**config.mk**
```make
export PLATFORM = sky130hd
export DESIGN_NAME = ptpv2_bus_int_hub
export DESIGN_NICKNAME = d
export VERILOG_FILES = /design/src/rtl/ptpv2_bus_int_hub.sv
export SDC_FILE = /design/constraint.sdc
export NUM_CORES = 1
export LEC_CHECK = 0
export CAP_MARGIN = 25
export CORE_MARGIN = 1.5
export CORE_UTILIZATION = 35
export DETAILED_ROUTE_END_ITERATION = 16
export PLACE_DENSITY = 0.77
export SLEW_MARGIN = 20
export SYNTH_ARGS = -nofsm -noshare
export SYNTH_HDL_FRONTEND = slang
export SYNTH_SLANG_ARGS = --single-unit
```
**constraint.sdc**
```tcl
create_clock -name bus2ip_clk -period 1.9 [get_ports bus2ip_clk]
set_clock_uncertainty 0.05 [all_clocks]
set_input_delay 0.38 -clock bus2ip_clk [delete_from_list [all_inputs] [get_ports bus2ip_clk]]
set_output_delay 0.38 -clock bus2ip_clk [all_outputs]
set_load 0.05 [all_outputs]
```
**src/rtl/ptpv2_bus_int_hub.sv**
```systemverilog
// ptpv2_bus_int_hub
//   Bus and interrupt hub for a multi-port PTPv2 core. Bus accesses are
//   decoded into NUM_CH channel windows (addr[11:8] = channel index) and a
//   hub window (addr[11:8] = 4'hF). Read data is returned with explicit
//   acks. Each channel's xms / rx_ptp / tx_ptp interrupt levels feed sticky,
//   maskable status bits that drive one registered interrupt.
//
// Ports
//   bus2ip_clk, bus2ip_rst        clock, synchronous active-high reset
//   bus2ip_addr_i/data_i          byte address / write data
//   bus2ip_rd_ce_i/wr_ce_i        one-cycle read / write requests
//   ip2bus_data_o                 read data, valid only while rdack is high
//   ip2bus_rdack_o/wrack_o        one-cycle completion pulses
//   ch_addr_o/ch_data_o           latched window offset / write data to channels
//   ch_rd_ce_o/ch_wr_ce_o         one-hot per-channel strobes
//   ch_ip2bus_data_i              channel read data, 32 bits per channel
//   ch_int_i                      3 interrupt levels per channel
//   int_o                         aggregated interrupt
module ptpv2_bus_int_hub #(
    parameter int          NUM_CH      = 4,
    parameter logic [31:0] BASE_ADDR   = 32'h0000_0000,
    parameter logic [7:0]  HUB_VERSION = 8'h02
) (
    input  logic                  bus2ip_clk,
    input  logic                  bus2ip_rst,
    input  logic [31:0]           bus2ip_addr_i,
    input  logic [31:0]           bus2ip_data_i,
    input  logic                  bus2ip_rd_ce_i,
    input  logic                  bus2ip_wr_ce_i,
    output logic [31:0]           ip2bus_data_o,
    output logic                  ip2bus_rdack_o,
    output logic                  ip2bus_wrack_o,
    output logic [11:0]           ch_addr_o,
    output logic [31:0]           ch_data_o,
    output logic [NUM_CH-1:0]     ch_rd_ce_o,
    output logic [NUM_CH-1:0]     ch_wr_ce_o,
    input  logic [32*NUM_CH-1:0]  ch_ip2bus_data_i,
    input  logic [3*NUM_CH-1:0]   ch_int_i,
    output logic                  int_o
);

    localparam int         NS   = 3 * NUM_CH;
    localparam logic [3:0] NCH4 = 4'(NUM_CH);
    localparam logic [7:0] NCH8 = 8'(NUM_CH);

    typedef enum logic [1:0] {IDLE = 2'd0, ACCESS = 2'd1, RESP = 2'd2} state_t;

    state_t             state, state_nxt;
    logic [11:0]        lat_addr;
    logic [31:0]        lat_data;
    logic               lat_wr;
    logic               hit, accept;
    logic [3:0]         lat_win;
    logic               lat_is_ch, lat_is_hub;
    logic [NUM_CH-1:0]  lat_oh;
    logic [31:0]        ch_rdata;
    logic [31:0]        hub_rdata, hub_rdata_nxt;
    logic [NS-1:0]      int_prev, int_status, int_mask, int_rise, int_clr;
    logic               hub_wr;

    assign hit    = (bus2ip_addr_i[31:12] == BASE_ADDR[31:12]);
    // Only IDLE accepts; requests during ACCESS/RESP are silently dropped.
    assign accept = (state == IDLE) && hit && (bus2ip_rd_ce_i || bus2ip_wr_ce_i);

    assign lat_win    = lat_addr[11:8];
    assign lat_is_ch  = (lat_win < NCH4);
    assign lat_is_hub = (lat_win == 4'hF);

    // One-hot channel select; all zero for hub window and holes.
    always_comb begin
        lat_oh = '0;
        for (int c = 0; c < NUM_CH; c++)
            lat_oh[c] = lat_is_ch && (lat_win == 4'(c));
    end

    // Channel data is already registered inside the channel and valid in
    // RESP, so it is muxed straight through to keep the 2-cycle ack latency.
    always_comb begin
        ch_rdata = '0;
        for (int c = 0; c < NUM_CH; c++)
            if (lat_oh[c]) ch_rdata = ch_rdata | ch_ip2bus_data_i[32*c +: 32];
    end

    // ---------------- FSM: state register ----------------
    always_ff @(posedge bus2ip_clk) begin
        if (bus2ip_rst) state <= IDLE;
        else            state <= state_nxt;
    end

    // ---------------- FSM: next state ----------------
    always_comb begin
        state_nxt = state;
        case (state)
            IDLE:    if (accept) state_nxt = ACCESS;
            ACCESS:  state_nxt = RESP;
            RESP:    state_nxt = IDLE;
            default: state_nxt = IDLE;
        endcase
    end

    // ---------------- FSM: outputs ----------------
    always_comb begin
        ch_rd_ce_o     = '0;
        ch_wr_ce_o     = '0;
        ip2bus_rdack_o = 1'b0;
        ip2bus_wrack_o = 1'b0;
        ip2bus_data_o  = '0;
        case (state)
            ACCESS: begin
                if (lat_wr) ch_wr_ce_o = lat_oh;
                else        ch_rd_ce_o = lat_oh;
            end
            RESP: begin
                ip2bus_wrack_o = lat_wr;
                ip2bus_rdack_o = !lat_wr;
                if (!lat_wr) ip2bus_data_o = lat_is_hub ? hub_rdata : ch_rdata;
            end
            default: ;
        endcase
    end

    // Request latch; write wins when both strobes arrive together.
    always_ff @(posedge bus2ip_clk) begin
        if (bus2ip_rst) begin
            lat_addr <= '0;
            lat_data <= '0;
            lat_wr   <= 1'b0;
        end else if (accept) begin
            lat_addr <= bus2ip_addr_i[11:0];
            lat_data <= bus2ip_data_i;
            lat_wr   <= bus2ip_wr_ce_i;
        end
    end

    assign ch_addr_o = lat_addr;
    assign ch_data_o = lat_data;

    // ---------------- hub registers ----------------
    always_comb begin
        case (lat_addr[7:0])
            8'h00:   hub_rdata_nxt = {16'h5054, HUB_VERSION, NCH8};
            8'h04:   hub_rdata_nxt = {{(32-NS){1'b0}}, ch_int_i};
            8'h08:   hub_rdata_nxt = {{(32-NS){1'b0}}, int_status};
            8'h0C:   hub_rdata_nxt = {{(32-NS){1'b0}}, int_mask};
            default: hub_rdata_nxt = '0;
        endcase
    end

    always_ff @(posedge bus2ip_clk) begin
        if (bus2ip_rst)           hub_rdata <= '0;
        else if (state == ACCESS) hub_rdata <= hub_rdata_nxt;
    end

    // Hub writes commit at the end of RESP.
    assign hub_wr   = (state == RESP) && lat_wr && lat_is_hub;
    assign int_rise = ch_int_i & ~int_prev;
    assign int_clr  = (hub_wr && lat_addr[7:0] == 8'h08) ? lat_data[NS-1:0] : '0;

    always_ff @(posedge bus2ip_clk) begin
        if (bus2ip_rst) begin
            int_prev   <= '0;
            int_status <= '0;
            int_mask   <= '0;
            int_o      <= 1'b0;
        end else begin
            int_prev   <= ch_int_i;
            // OR-ing the rise after the clear lets a same-cycle edge win.
            int_status <= (int_status & ~int_clr) | int_rise;
            if (hub_wr && lat_addr[7:0] == 8'h0C) int_mask <= lat_data[NS-1:0];
            int_o      <= |(int_status & int_mask);
        end
    end

endmodule

```
* Word-level counts from Yosys, hierarchy flattened
Index checks and enable logic that the tools add are counted.
W data, S select, Z words.
** Cells by class
- Equal/unequal tests :: 10
- Reductions and logical operators :: 17
- Bitwise logic cells :: 9
- Multiplexer cells :: 17
- Magnitude comparators :: 1
** Operator list (number)
- $mux W32 :: 7
- $pmux W31 S4 :: 1
- $or A32 B32 Y32 :: 3
- $and A12 B12 Y12 :: 3
- $not A12 Y12 :: 2
- $logic_not A20 Y1 :: 1
- $eq A8 B4 Y1 const B :: 2
- $mux W4 :: 4
- $mux W12 :: 1
- $or A12 B12 Y12 :: 1
- $reduce_or A12 Y1 :: 1
- $logic_and A1 B1 Y1 :: 10
- $eq A4 B2 Y1 const B :: 2
- $eq A8 B3 Y1 const B :: 1
- $logic_not A8 Y1 :: 1
- $eq A4 B1 Y1 const B :: 1
- $eq A4 B4 Y1 const B :: 1
- $logic_not A4 Y1 :: 1
- $lt A4 B3 Y1 const B :: 1
- $pmux W2 S2 :: 1
- $eq A2 B1 Y1 const B :: 1
- $eq A2 B2 Y1 const B :: 1
- $logic_not A2 Y1 :: 1
- $mux W1 :: 2
- other kinds (4) :: 4
** Storage, ports and cells
- Word-level logic and storage cells :: 63
- Register bits :: 116
- Input port bits :: 208

* Depth between registers and ports, before layout
- Depth in word-level cells :: 12
- Mapped depth :: 7

* Worst setup path before layout
OpenSTA, ideal clock, no wires.
- Path kind :: register to output
- Start :: reg lat_addr[8] (netlist: ch_addr_o[8])
- End :: out ch_rd_ce_o[1]
- Stages on the path, launching flop included :: 4
- Data arrival time :: 2588 ps
- Path slack :: -1118 ps
- Cells stage by stage :: dfxtp_1 nor4b_4 buf_2 nor3b_1
** Between the ends
- Word-level cells in the longest chain between the ends :: 4
** Ends and longest elaborated chain
- start, declared :: line 49 : logic [11:0] lat_addr;
- start signal, assigned :: line 129 : lat_addr <= bus2ip_addr_i[11:0];
- $lt A4 B3 Y1 / $eq A4 B1 Y1 (equally long branches) :: line 66, 73
- $logic_and A1 B1 Y1 * :: line 73 : lat_oh[c] = lat_is_ch && (lat_win == 4'(c));
- $mux W4 * :: line 110 : if (lat_wr) ch_wr_ce_o = lat_oh;
- $mux W4 * :: line 108 : case (state)
- end, declared :: line 35 : output logic [NUM_CH-1:0] ch_rd_ce_o,
Mark *: on every way between the ends. The rest lies on a longest branch, timed or not.

* Final worst setup path
- Start :: reg lat_addr[11] (netlist: ch_addr_o[11])
- End :: out ip2bus_data_o[25]
** Between the ends
- Word-level cells in the longest chain between the ends :: 12
** Ends and longest elaborated chain
- $lt A4 B3 Y1 / $logic_not A4 Y1 (equally long branches) :: line 66, 73
- $logic_and A1 B1 Y1 :: line 73
- $mux W32 :: line 81 : if (lat_oh[c]) ch_rdata = ch_rdata | ch_ip2bus_data_i[32*c +: 32];
- $or A32 B32 Y32 :: line 81
- $mux W32 :: line 81
- $or A32 B32 Y32 :: line 81
- $mux W32 :: line 81
- $or A32 B32 Y32 :: line 81
- $mux W32 :: line 81
- $mux W32 * (2 in series) :: line 116 : if (!lat_wr) ip2bus_data_o = lat_is_hub ? hub_rdata : ch_rdata;
- $mux W32 * :: line 108
- end, declared :: line 30 : output logic [31:0] ip2bus_data_o,
Marks and branches as above.

==> metrics.yaml <==
status: "complete, but fails checks"
violated_checks: "negative setup slack"
postSynthRegisterBits: 97
port_buffers: 294
worstSkewPairLatency_ns: 0.34
synth_flop_cell: "sky130_fd_sc_hd__dfxtp_1"
grt_first_pass_wirelength_um: 34200
synth_top_cells_by_area: "sky130_fd_sc_hd__dfxtp_1, sky130_fd_sc_hd__nand2b_1, sky130_fd_sc_hd__mux2i_1"
path_max_fanout: 7
htree_depth: 3
synth_top_area_share_pct: 36.9
detailed_place_hpwl_um: 15800
synth.net_count: 779
route.vias.total: 5958
grt.overflow.total: 0
cts_root_buffer: "sky130_fd_sc_hd__clkbuf_16"
ys_types: 41
cp-end-kind: "primary output"
postRouteAntennaNets: 0
grt_start_max_net_pins: 88
maxClockFrequency_mhz: 417
gr-usage-all-layers_pct: 27.7
cts-hold-fix-buffers: 0
floorplan.rows: 44
synth_enable_flop_cells: 0
period_minus_slack_ns: 2.40
rsz0062_at_grt: "true"
min_path_type: "primary input to flop"
syn2layout_area_growth_pct: 106
maxSlewHeadroom_pct: 57.6
cts_made_buffers: 9
routed_via_density: 5.34
required_time_of_the_critical_path_ns: 1.47
total_die_area_um2: 15800
fp.dieW_um: 126
worst_setup_hold_path_clk_slew_ns: 0.06
core_area_um2: 14600
die_h_um: 126
yosysWarningCount: 0
max_slew.worst_pin.slew_ns: 0.629
powerDensity_nw_per_um2: 442
setup-violations-final: 84
p_total_mw: 4.81
effective_utilization_at_floorplan_pct: 36.1
synth_area_leader_cell: "sky130_fd_sc_hd__dfxtp_1"
finish.cell_count_without_fillers: 1115
worstSetupPathType: "flop to primary output"
drtIter0Drc: 347
numClockSinks: 97
maximum_buffer_depth_of_the_clock_tree: 2
critical_path.startpoint_type: "flop"
drc_errors: 0
layout.filler_cells: 962
timing.final.hold_violations: 0
wirelength_um: 23300
crit_arrival_ns: 1.97
drive_above_1_share_pct: 32.9
tritoncts: "done"
final_min_period_over_clock_period_pct: 126
inserted_diodes: 0
fin_setup_tns_ns: -21.26
avgSynthCellArea_um2: 9.21
number_of_pins_exceeding_their_max_slew_limit_in_the_final_report: 0
post-route-worst-setup-slack_ns: -0.497
gp_routability_congestion: 0.902
place_inst: 1055
seq_area_um2: 1960
avgRoutedWirePerCell_um: 20.9
detailedRoute.firstPassIterationCount: 4
syn_area_um2: 5260
number_of_global_route_vias_before_repair: 6216
number_of_antenna_violations_at_the_first_check_in_global_routing: 0
async_reset_ff_share_pct: 0
place_ws_ns: -0.745
area_used_by_multi_input_combinational_logic_um2: 3840
max-vdd-ir-drop_mv: 0.445
num-nets-final: 1134
synthCells: 571
num_io_pins: 295
ys_seq_area_share_pct: 36.9
power.static_leakage_nw: 3.90
number_of_max_cap_violations: 0
==> kinds of logic (layout without fill, tap and decap cells) <==
group	Yosys count	after routing	synth area share [%]
and+or+nand+nor	213	217	24.5
AOI/OAI and AO/OA	139	139	19.3
muxes	69	69	13.4
DFF	97	97	36.9
buffers and inverters	53	409	5.87
==> synth_stat cells, types with 2 or more instances <==
| cell type | n |
|---|---|
| sky130_fd_sc_hd__a221oi_1 | 3 |
| sky130_fd_sc_hd__o2111ai_1 | 2 |
| sky130_fd_sc_hd__a22o_1 | 13 |
| sky130_fd_sc_hd__o21ai_0 | 14 |
| sky130_fd_sc_hd__nor3_1 | 3 |
| sky130_fd_sc_hd__a22oi_1 | 44 |
| sky130_fd_sc_hd__a311oi_1 | 12 |
| sky130_fd_sc_hd__nor3b_2 | 2 |
| sky130_fd_sc_hd__buf_4 | 2 |
| sky130_fd_sc_hd__nor2b_1 | 26 |
| sky130_fd_sc_hd__a31oi_1 | 18 |
| sky130_fd_sc_hd__and3_1 | 5 |
| sky130_fd_sc_hd__mux2i_1 | 59 |
| sky130_fd_sc_hd__nand2_1 | 23 |
| sky130_fd_sc_hd__mux2_1 | 10 |
| sky130_fd_sc_hd__dfxtp_1 | 97 |
| sky130_fd_sc_hd__and3b_1 | 2 |
| sky130_fd_sc_hd__nor2_1 | 18 |
| sky130_fd_sc_hd__buf_8 | 4 |
| sky130_fd_sc_hd__buf_6 | 3 |
| sky130_fd_sc_hd__nand2b_1 | 115 |
| sky130_fd_sc_hd__a21oi_1 | 18 |
| sky130_fd_sc_hd__nor4_1 | 5 |
| sky130_fd_sc_hd__a222oi_1 | 15 |
| sky130_fd_sc_hd__nor3b_1 | 2 |
| sky130_fd_sc_hd__buf_2 | 15 |
| sky130_fd_sc_hd__clkbuf_1 | 26 |
| sky130_fd_sc_hd__nand3_1 | 2 |
==> final timing paths <==
check / end / slack (ns) / depth (start not counted) / start
max: ip2bus_data_o[25] / -0.50 / 7 / ch_addr_o[11]
min: state[0] / 0.31 / 2 / bus2ip_rst
max reg2reg: ch_addr_o[9] / -0.15 / 8 / state[0]
min reg2reg: hub_rdata[2] / 0.42 / 2 / hub_rdata[2]
==> metal layers <==
layer / global-route usage (%) / vias to the layer above / part of all wire [%]
li1: - / 2819 / -
met1: 30.0 / 2851 / 38
met2: 51.7 / 226 / 52
met3: 5.56 / 62 / 5.7
met4: 12.0 / 0 / 4.4
met5: 0 / - / 0
==> sequential cells by signal, indices dropped and copies added (netlist names), 2 cells and up <==
signal	flops
int_mask	12
int_status	12
hub_rdata	13
ch_data_o	32
ch_addr_o	12
int_prev	12
state	2
==> through the flow <==
stage	cell area (um^2)	util (%)	hold WS, ns
after detailed placement	9510	65.2	0.407
after CTS	10700	73.3	0.303
after floorplan	5910	-	0.383
after global routing	10900	74.5	0.308
final	10900	74.5	0.310
after global placement	9510	65.2	0.406
==> placed cells by master, fill, tap and decap left out, types with 18 or more instances in the layout <==
| master | count |
|---|---|
| sky130_fd_sc_hd__nand2_1 | 18 |
| sky130_fd_sc_hd__buf_4 | 94 |
| sky130_fd_sc_hd__clkdlybuf4s50_1 | 203 |
| sky130_fd_sc_hd__buf_6 | 24 |
| sky130_fd_sc_hd__nor2b_1 | 25 |
| sky130_fd_sc_hd__buf_12 | 51 |
| sky130_fd_sc_hd__dfxtp_1 | 90 |
| sky130_fd_sc_hd__mux2i_1 | 59 |
| sky130_fd_sc_hd__nand2b_1 | 114 |
| sky130_fd_sc_hd__a22oi_2 | 26 |
| sky130_fd_sc_hd__a22oi_1 | 18 |
==> area by class of cell <==
cell class	instances	area share, %
well taps	184	2.12
inverters	1	0.0346
clock buffers	11	2.33
clock inverters	5	0.795
multi-input cells	425	35.3
repair buffers	392	41.3
flip-flops and latches	97	18.1
==> critical path, stage by stage (launching register included) <==
cell,delay [ns]
sky130_fd_sc_hd__dfxtp_4,0.39
sky130_fd_sc_hd__nor4_4,0.32
sky130_fd_sc_hd__buf_4,0.22
sky130_fd_sc_hd__buf_16,0.13
sky130_fd_sc_hd__a222oi_1,0.08
sky130_fd_sc_hd__buf_4,0.16
sky130_fd_sc_hd__a21oi_4,0.15
sky130_fd_sc_hd__buf_6,0.18
==> power breakdown <==
group	switching [mW]	total [mW]	internal, mW
Combinational	0.214	0.717	0.504
Sequential	0.0192	2.08	2.06
Clock	0.776	2.01	1.23
==> timing repair <==
item                       CTS  global route
gates cloned                15             4
pin swaps                   30            17
gates resized for setup     79            21
buffers inserted            28             4
setup endpoints to repair   97           105
No activity file was read; power rests on OpenSTA's default activity.
